==> src/rtl/store_buffer_pkg.sv <==
// rtl/store_buffer_pkg.sv - shared widths and entry type for the store buffer
package store_buffer_pkg;

    localparam int MEM_ADDR_W = 32;
    localparam int MEM_DATA_W = 32;
    localparam int MEM_MASK_W = MEM_DATA_W / 8;

    localparam int ADDR_W = MEM_ADDR_W;
    localparam int DATA_W = MEM_DATA_W;
    localparam int MASK_W = MEM_MASK_W;

    typedef struct packed {
        logic [ADDR_W-1:0] addr;
        logic [DATA_W-1:0] wdata;
        logic [MASK_W-1:0] wmask;
    } sb_entry_t;

    function automatic logic [ADDR_W-1:0] word_align(input logic [ADDR_W-1:0] a);
        return {a[ADDR_W-1:2], 2'b00};
    endfunction

endpackage

==> src/rtl/store_buffer_match.sv <==
// rtl/store_buffer_match.sv - load/store word-address comparator (used with STORE_BUF_ADDR_MATCH_EN)
module store_buffer_match
    import store_buffer_pkg::*;
#(
    parameter int DEPTH = 4
) (
    input  logic [DEPTH-1:0]  valid,
    input  logic [ADDR_W-1:0] addrs [DEPTH],
    input  logic [ADDR_W-1:0] ld_word_addr,
    output logic              hit
);

    always_comb begin
        hit = 1'b0;
        for (int i = 0; i < DEPTH; i++) begin
            if (valid[i] && (addrs[i] == ld_word_addr)) begin
                hit = 1'b1;
            end
        end
    end

endmodule

==> src/rtl/store_buffer.sv <==
// rtl/store_buffer.sv - in-order store buffer; macro STORE_BUF_ADDR_MATCH_EN selects precise load hazard
module store_buffer
    import store_buffer_pkg::*;
#(
    parameter int DEPTH = 4
) (
    input  logic                  clk,
    input  logic                  rst,
    input  logic                  st_valid,
    output logic                  st_ready,
    input  logic [ADDR_W-1:0]     st_addr,
    input  logic [DATA_W-1:0]     st_wdata,
    input  logic [MASK_W-1:0]     st_wmask,
    output logic                  st_err,
    output logic                  mem_req,
    input  logic                  mem_gnt,
    output logic [MEM_ADDR_W-1:0] mem_addr,
    output logic [MEM_DATA_W-1:0] mem_wdata,
    output logic [MEM_MASK_W-1:0] mem_wmask,
    input  logic [ADDR_W-1:0]     ld_addr,
    output logic                  ld_hazard,
    output logic                  empty
);

    localparam int PW = $clog2(DEPTH);
    localparam int CW = $clog2(DEPTH + 1);

    sb_entry_t     entries [DEPTH];
    sb_entry_t     head;
    logic [PW-1:0] wr_ptr;
    logic [PW-1:0] rd_ptr;
    logic [CW-1:0] count;
    logic          full;
    logic          accept;
    logic          enq;
    logic          deq;

    assign full     = (count == CW'(DEPTH));
    assign empty    = (count == '0);
    assign st_ready = !full;
    assign accept   = st_valid && st_ready;
    assign enq      = accept && (st_wmask != '0);
    assign mem_req  = !empty;
    assign deq      = mem_req && mem_gnt;

    always_ff @(posedge clk or posedge rst) begin
        if (rst) begin
            wr_ptr <= '0;
            rd_ptr <= '0;
            count  <= '0;
            st_err <= 1'b0;
        end else begin
            st_err <= accept && (st_wmask == '0);
            if (enq) begin
                wr_ptr <= wr_ptr + PW'(1);
            end
            if (deq) begin
                rd_ptr <= rd_ptr + PW'(1);
            end
            case ({enq, deq})
                2'b10:   count <= count + CW'(1);
                2'b01:   count <= count - CW'(1);
                default: count <= count;
            endcase
        end
    end

    // Payload storage needs no reset: pointers and count define validity.
    always_ff @(posedge clk) begin
        if (enq) begin
            entries[wr_ptr] <= '{addr: word_align(st_addr), wdata: st_wdata, wmask: st_wmask};
        end
    end

    // Stale slot contents are masked so an empty buffer presents an all-zero bus.
    assign head      = entries[rd_ptr];
    assign mem_addr  = empty ? '0 : head.addr;
    assign mem_wdata = empty ? '0 : head.wdata;
    assign mem_wmask = empty ? '0 : head.wmask;

`ifdef STORE_BUF_ADDR_MATCH_EN
    logic [DEPTH-1:0]  slot_valid;
    logic [ADDR_W-1:0] slot_addr [DEPTH];
    logic [PW-1:0]     offs;
    logic              unused_bits;

    // A slot is live when its distance from the head is below the occupancy.
    always_comb begin
        slot_valid = '0;
        offs       = '0;
        for (int i = 0; i < DEPTH; i++) begin
            offs          = PW'(i) - rd_ptr;
            slot_valid[i] = ({1'b0, offs} < count);
            slot_addr[i]  = entries[i].addr;
        end
    end

    store_buffer_match #(.DEPTH(DEPTH)) u_match (
        .valid        (slot_valid),
        .addrs        (slot_addr),
        .ld_word_addr (word_align(ld_addr)),
        .hit          (ld_hazard)
    );

    assign unused_bits = ^{st_addr[1:0], ld_addr[1:0]};
`else
    logic unused_bits;

    assign ld_hazard   = !empty;
    assign unused_bits = ^{st_addr[1:0], ld_addr};
`endif

endmodule

==> config.mk <==
export PLATFORM = sky130hd
export DESIGN_NAME = store_buffer
export DESIGN_NICKNAME = d
export VERILOG_FILES = /design/src/rtl/store_buffer_pkg.sv /design/src/rtl/store_buffer_match.sv /design/src/rtl/store_buffer.sv
export SDC_FILE = /design/constraint.sdc
export NUM_CORES = 1
export LEC_CHECK = 0
export BUFFER_PORTS_ARGS = -buffer_cell sky130_fd_sc_hd__buf_2
export CORE_UTILIZATION = 31
export DETAILED_ROUTE_END_ITERATION = 10
export GPL_ROUTABILITY_DRIVEN = 0
export HOLD_SLACK_MARGIN = 0.02
export PLACE_DENSITY = 0.55
export SYNTH_ARGS = -nofsm -noshare
export SYNTH_HDL_FRONTEND = slang
export SYNTH_HIERARCHICAL = 1
export SYNTH_SLANG_ARGS = --single-unit
==> constraint.sdc <==
create_clock -name clk -period 5.8 [get_ports clk]
set_input_delay 0.87 -clock clk [delete_from_list [all_inputs] [get_ports clk]]
set_output_delay 0.87 -clock clk [all_outputs]
set_load 0.03 [all_outputs]
# == Word-level counts from Yosys, hierarchy flattened ==
# Memories as Yosys holds them, arrays and structs flattened.
# Index checks and enable logic that the tools add are counted.
# W data, S select, Z words.
# word_totals
register_bits,8
ramBits,264
inputBits,104
memories,1
# mem_list
name,depth,word_bits,read_ports,rd_clocked_by_memory_dff,wr,line,source
entries,4,66,1,0,1,store_buffer.sv:28,sb_entry_t entries [DEPTH];
# classes
addsub,4
n_eq_ne,3
n_mux,6
reduce_logical,10
# op_table
cell,count
$mux W32,2
$pmux W3 S2,1
$add A2 B1 Y2 const B,2
$logic_and A1 B1 Y1,4
$logic_not A4 Y1,1
$mux W4,1
$reduce_bool A4 Y1,1
$add A3 B1 Y3 const B,1
$eq A3 B3 Y1 const B,1
$logic_not A3 Y1,1
$sub A3 B1 Y3 const B,1
$eq A2 B1 Y1 const B,1
$eq A2 B2 Y1 const B,1
$logic_not A1 Y1,2
$mux W1,2
$reduce_bool A2 Y1,1

# == Logic depth before layout (Yosys ltp) ==
# Gate-level depths: netlist of run 1.
# depth
word_depth,6
ltp_mapped,10
depth_no_buf,9

# == Least setup slack after synthesis of run 1 ==
# Ideal clock, no wire load.
# synth_timing
kind,input port to flip-flop
start,input port st_wmask[0]
end,"memory entries[0][0] (netlist name), enable pin"
setup_time_ns,0.431
arrival_ns,2.839
required_time_ns,5.369
path_slack_ns,2.530
path_stages,4
n_path_buf,1
cell_sequence,or4_1 and3_1 buf_2 and2_1
# synth_between
elab_chain_len,4
# synth_rtl
item,line,source
from (decl),store_buffer.sv:13,"input logic [MASK_W-1:0] st_wmask,"
$reduce_bool A4 Y1,store_buffer.sv:42,assign enq = accept && (st_wmask != '0);
$logic_and A1 B1 Y1,store_buffer.sv:42,
$mux W1,store_buffer.sv:70,if (enq) begin
$mux W1 (implied by the code),store_buffer.sv:71,"entries[wr_ptr] <= '{addr: word_align(st_addr), wdata: st_wdata, wmask: st_wmask};"
to (decl),store_buffer.sv:28,
# Every way passes these cells.

# == Final worst setup path of run 1 ==
# layout_timing
start,register rd_ptr[0]
end,output port mem_addr[19]
# layout_between
elab_chain_len,2
# layout_rtl
item,line,source
from (decl),store_buffer.sv:31,logic [PW-1:0] rd_ptr;
from (signal assigned),store_buffer.sv:58,rd_ptr <= rd_ptr + PW'(1);
$mem_v2 Z4 W66,n/a,
$mux W32,store_buffer.sv:77,assign mem_addr = empty ? '0 : head.addr;
to (decl),store_buffer.sv:17,"output logic [MEM_ADDR_W-1:0] mem_addr,"
# Every way passes these cells.

==> results.cfg, run 1 <==
[synthesis]
yosys_register_bits = 272
async_flop_share_pct = 2.941
synth-edff-count = 264
synth_cells = 468
synth-warning-count = 6
netlist.area_leader.share_pct = 75.65
synth-main-ff-cell = edfxtp_1
synthDistinctLibCells = 26
syn_avg_cell_area_um2 = 22.39
seq_area_frac_synth_pct = 77.56
yosysTopAreaCell = edfxtp_1
yosys-top-cells-area = edfxtp_1 76%, mux4_2 14%, and2_1 4.2%
syn-cell-area_mm2 = 0.01048

[layout]
diodes = 0
fin_cells = 1080
utilization_pct = 37.97
multi_input_area_mm2 = 0.002150
layout-drive-gt1-share_pct = 39.66
fillers = 3118
stdcell_area_mm2 = 0.01248
nets = 727
final-seq-area_mm2 = 0.008135
syn2layout_area_growth_pct = 19.09

[routing]
avgViaCountPerCell = 4.494
vias = 4854
drt_iter0_markers = 203
avgRoutedWirePerCell_um = 18.46
drcViolationCount = 0
wl_um = 19940
drt-pass1-iter-count = 4
drtAntennaViolNets = 0

[placed_design]
pre_cts_slack_ns = 2.527
placed_cell_area_mm2 = 0.01160
dpl.hpwl_um = 11080
port_buffers = 140
dp.cells = 1028

[grt]
grt_usage_pct = 11.80
grt_pass1_wl_um = 30930
grt_max_degree = 72
grt.overflow.total = 0
antenna_found_initial = 0
grt_pass1_vias = 5513

[clock_network]
clock_sinks = 272
cts_resized = 0
cts_max_level = 1
clk_latency_ns = 0.53
clockRootBuffer = clkbuf_16
cts_tree = yes
numCtsBuffers = 29
clockBufferDepth = 3
post_cts_buffers = 0
ctsHoldBuffers = 0
clk_pin_slew_ns = 0.06

[floorplanning]
die-area_mm2 = 0.03454
start_util_pct = 31.88
rows = 66
io_pins = 177
die_w_um = 185.9
core-area_mm2 = 0.03287
die_h_um = 185.9

[timing]
layout_setup_ws_ns = 2.073
setup_viol = 0
slew_viol_final = 0
worst_slew_pin_slew_ns = 1.111
fin_crit_sh_pct = 64.26
period_needed_ns = 3.727
max_slew_margin_pct = 25.94
fmax_mhz = 268.3
fin_setup_tns_ns = 0
final-hold-violation-count = 0
rsz0062_at_grt = no
holdWs_ns = 0.2892
fin_skew_ns = 0.008224

[job]
maxCapViolCount = 0

[setup_path]
cp.depth = 4
timing.rr.start = count[0]$_DFFE_PP0P_
cpMaxStageDelayCell = dfrtp_4
required_ns = 4.93
cp_cell_sequence = buf_4, mux4_2, and2_1, buf_2
crit_fanout = 37
r2r_slack_ns = 3.34
worstReg2RegEnd = count[2]$_DFFE_PP0P_
worst-path-buf-inv = 2
cp_top_family = flip-flops
arrival_ns = 2.86
worstSetupStartpointType = flop
rr_worst_depth = 9
path_class = reg -> out
slowest_delay_ns = 0.92
cp-end-kind = output port

[min_path]
hp-class = in -> async

[power]
power_mw = 7.036
ir_drop_mv = 0.3672
leakagePower_nw = 4.257
power_density_mw_per_mm2 = 563.8

[status]
outcome = finished, final reports clean
-- cell type report --
| type | count | area share, % |
|---|---|---|
| clock buffers | 43 | 6.316 |
| clock inverters | 9 | 0.7419 |
| inverters | 8 | 0.2406 |
| multi-input cells | 162 | 17.22 |
| flip-flops and latches | 272 | 65.19 |
| well taps | 442 | 4.432 |
| repair buffers | 144 | 5.855 |
-- layer usage --
layer | vias up | global-route usage, % | wire [um]
met5 | - | 0 | 0
met4 | 0 | 3.246 | 367
met3 | 30 | 2.446 | 980
met2 | 120 | 21.06 | 10380
met1 | 2519 | 14.37 | 8211
li1 | 2185 | - | -
-- synthesized netlist by cell type, drive strengths merged (2+ instances only) --
cell / n
nor2: 2
dfrtp: 8
and2: 71
clkbuf: 8
nand2: 2
xnor2: 3
ha: 5
buf: 19
xor2: 3
edfxtp: 264
mux4: 66
inv: 8
-- worst max-delay path by stage --
| stage | startpoint | endpoint | slack [ns] |
|---|---|---|---|
| after detailed placement | rd_ptr[0]$_DFFE_PP0P_ | mem_wdata[24] | 2.53 |
| final | rd_ptr[0]$_DFFE_PP0P_ | mem_addr[19] | 2.07 |
| after CTS | rd_ptr[0]$_DFFE_PP0P_ | mem_wdata[24] | 1.94 |
| after global placement | rd_ptr[0]$_DFFE_PP0P_ | mem_wdata[24] | 2.53 |
| after floorplan | st_wmask[0] | entries[0][0]$_DFFE_PP_ | 2.53 |
| after global routing | rd_ptr[0]$_DFFE_PP0P_ | mem_wdata[22] | 1.82 |
-- flip-flops by register name, summed over array words and instances (netlist names) --
name / flops
rd_ptr: 2
st_err: 1
entries: 264
wr_ptr: 2
count: 3
-- where the power goes --
part	internal (mW)	switching (mW)
clock	1.02	0.714
combinational	0.975	1.54
sequential	2.58	0.212
-- worst register-to-register path: cells and delay by family (launching register included) --
family	cells	cell delay, ns
buffers and inverters	2	0.43
and+or+nand+nor	3	0.84
DFF	1	0.41
adders and majority gates	2	0.37
xor gates and xnor gates	2	0.29
-- kinds of logic (layout without fill, tap and decap cells) --
| group | Yosys count | in the layout | synth area share, % |
|---|---|---|---|
| AND/OR/NAND/NOR | 80 | 80 | 4.705 |
| adder cells (fa/ha/maj) | 6 | 6 | 0.7881 |
| flip-flops | 272 | 272 | 77.56 |
| AO/OA/AOI/OAI | 1 | 1 | 0.05974 |
| multiplexers | 67 | 67 | 14.28 |
| other | 1 | 2 | 0.03579 |
| XOR/XNOR | 6 | 6 | 0.5016 |
| buffers and inverters | 35 | 204 | 2.066 |
-- placed cells by master (no fill, tap or decap), drive strengths merged, types with 2 or more instances in the layout --
cell / count
edfxtp: 264
buf: 144
and2: 71
mux4: 66
clkbuf: 43
inv: 8
dfrtp: 8
clkinv: 6
ha: 5
xor2: 3
xnor2: 3
nand2: 2
nor2: 2
conb: 2
bufinv: 2
Note: power is estimated with default switching activity, not from simulation.
==> run 2: changes to the inputs <==
ABC_AREA = 1   (was default)
clock period = 3.5 ns   (was 5.8 ns; I/O delays follow)
==> run 2 against run 1 <==
Via count rose by 48%. Setup slack worse by 1.5 ns. Core utilization is 0.42 points higher.
==> results.cfg, run 2 <==
[floorplanning]
start_util_pct = 31.77
die_w_um = 193.6
rows = 69
io_pins = 177
die_h_um = 193.6
core-area_mm2 = 0.03583
die-area_mm2 = 0.03749

[layout]
multi_input_area_mm2 = 0.002424
largest_reg_flops = 264
layout_common_cells = 409 x nand2_1, 264 x edfxtp_1, 145 x inv_1
top_regs = entries (264), count (3)
nets = 1289
syn2layout_area_growth_pct = 20.84
fillers = 3426
layout-drive-gt1-share_pct = 17.96
final-seq-area_mm2 = 0.008135
layout_commonest_cell = nand2_1
top_register = entries
stdcell_area_mm2 = 0.01375

[setup_path]
cp.depth = 7
cp_top_family = buffers and inverters
worstSetupStartpoint = rd_ptr[0]$_DFFE_PP0P_
rr_worst_depth = 9
crit_fanout = 35
cp_cell_sequence = inv_4, buf_4, nand2_1, nand2_1, nand2_1, a21oi_1, buf_2
path_class = reg -> out
required_ns = 2.97
crit_path_frequent_cell = nand2_1
cp-end-kind = output port
worstSetupStartpointType = flop
timing.rr.start = count[0]$_DFFE_PP0P_
cpMaxStageDelayCell = dfrtp_4
r2r_slack_ns = 1.11
worstReg2RegEnd = count[2]$_DFFE_PP0P_
slowest_delay_ns = 0.50
endpoint = mem_wdata[9]
worst-path-buf-inv = 3
arrival_ns = 2.42

[placed_design]
dpl.hpwl_um = 13980
port_buffers = 140
placed_cell_area_mm2 = 0.01268

[status]
outcome = finished, final reports clean

[timing]
final-hold-violation-count = 0
setup_viol = 0
period_needed_ns = 2.941
worst_slew_pin_slew_ns = 0.7105
rsz0062_at_grt = no
fin_crit_sh_pct = 84.03
holdWs_ns = 0.1859
fin_setup_tns_ns = 0
slew_viol_final = 0
fin_skew_ns = 0.01231
max_slew_margin_pct = 52.56
fmax_mhz = 340.0

[power]
netSwitchingPower_mw = 5.372
clkPwrFrac_pct = 25.0
ir_drop_mv = 0.6556
seqPwrFrac_pct = 33.5
p_comb_share_pct = 41.5
p_sw_share_pct = 40.84
p_int_mw = 7.784
leakagePower_nw = 5.889
power_density_mw_per_mm2 = 956.5

[synthesis]
synth_common_cells = 409 x nand2_1, 264 x edfxtp_1, 145 x inv_1
syn_avg_cell_area_um2 = 10.92
synth-warning-count = 6
post-synth-top-count-cell = nand2_1
synth_cells = 1042
synthDistinctLibCells = 21
async_flop_share_pct = 2.941
seq_area_frac_synth_pct = 71.41
netlist.area_leader.share_pct = 69.65
synth-main-ff-cell = edfxtp_1
yosys-top-cells-area = edfxtp_1 70%, nand2_1 13%, inv_1 4.8%
yosysTopAreaCell = edfxtp_1
syn-cell-area_mm2 = 0.01138
yosys_register_bits = 272
synth-edff-count = 264

[clock_network]
cts_resized = 0
clockRootBuffer = clkbuf_16
clockBufferDepth = 3
clk_latency_ns = 0.55
clock_sinks = 272
ctsHoldBuffers = 1
clk_pin_slew_ns = 0.06
cts_max_level = 1
numCtsBuffers = 30
cts_tree = yes
post_cts_buffers = 0

[routing]
wl_met1_um = 11670
met2_length_um = 12180
drtAntennaViolNets = 0
wl_met3_um = 1177
avgRoutedWirePerCell_um = 15.41
drcViolationCount = 0
vias = 7196
avgViaCountPerCell = 4.322
drt-pass1-iter-count = 5
drt_iter0_markers = 268
routed.top_layer = met5
wl_um = 25670

[job]
maxCapViolCount = 0

[min_path]
min_from = st_wdata[26]
hp-class = in -> reg

[grt]
grt_pass1_wl_um = 40130
antenna_found_initial = 5
grt_usage_pct = 13.91
grt.overflow.total = 0
grt_pass1_vias = 7266
grt_max_degree = 134
run 2: layout make-up:
type | instances | area share (%)
clock buffer | 41 | 6.204
multi-input combinational | 569 | 17.62
inverter | 148 | 4.057
clock inverter | 15 | 1.483
antenna | 1 | 0.01819
sequential | 272 | 59.15
tap | 461 | 4.194
timing repair buffer | 158 | 7.277
run 2: layer usage:
metal,vias to the layer above,GRT usage (%)
met2,131,23.56
met4,8,4.000
li1,3646,-
met5,-,0
met3,50,3.096
met1,3361,17.80
run 2: worst min-delay path by stage:
stage / endpoint / slack (ns) / depth (start not counted)
6_report: entries[0][30]$_DFFE_PP_ / 0.19 / 1
5_1_grt: entries[1][46]$_DFFE_PP_ / 0.15 / 1
4_1_cts: entries[0][49]$_DFFE_PP_ / 0.15 / 1
3_5_place_dp: count[2]$_DFFE_PP0P_ / 0.48 / 2
3_3_place_gp: count[0]$_DFFE_PP0P_ / 0.49 / 2
2_1_floorplan: count[0]$_DFFE_PP0P_ / 0.34 / 1
run 2: per-stage QoR:
step / utilization, % / worst slack, ns / power, mW / cells
2_1_floorplan: - / -0.7800 / 8.291 / 1043
3_3_place_gp: 35.40 / 0.9061 / 10.01 / 1607
3_5_place_dp: 35.40 / 0.8833 / 10.06 / 1607
4_1_cts: 38.38 / 0.4451 / 13.39 / 1664
5_1_grt: 38.39 / 0.3548 / 13.98 / 1665
6_report: 38.39 / 0.5589 / 13.16 / 1665
run 2: cells by family (layout without fill, tap and decap cells):
logic type | count (synthesis) | in the layout | share of synthesized area, %
compound gates | 68 | 68 | 2.990
xor+xnor | 3 | 3 | 0.2309
fa+ha+maj | 6 | 6 | 0.7255
buf+inv | 202 | 362 | 7.596
flops | 272 | 272 | 71.41
other cells | 1 | 3 | 0.03295
simple gates | 490 | 490 | 17.02
run 2: power groups by stage:
stage	Combinational, mW	Sequential, mW	Clock [mW]
6_report	5.46	4.40	3.29
5_1_grt	6.02	4.46	3.50
4_1_cts	5.60	4.41	3.38
3_5_place_dp	5.58	4.48	0
3_3_place_gp	5.55	4.46	0
2_1_floorplan	3.82	4.48	0
run 2: worst reg2reg max path, stage by stage, from the launching register on:
cell and delay, ns:
dfrtp_1 0.40, nor2_1 0.18, nand2_1 0.14, nand3_1 0.44, ha_1 0.24, inv_1 0.07, fa_1 0.38, or2_2 0.31
nand4_1 0.07, nand2_1 0.06
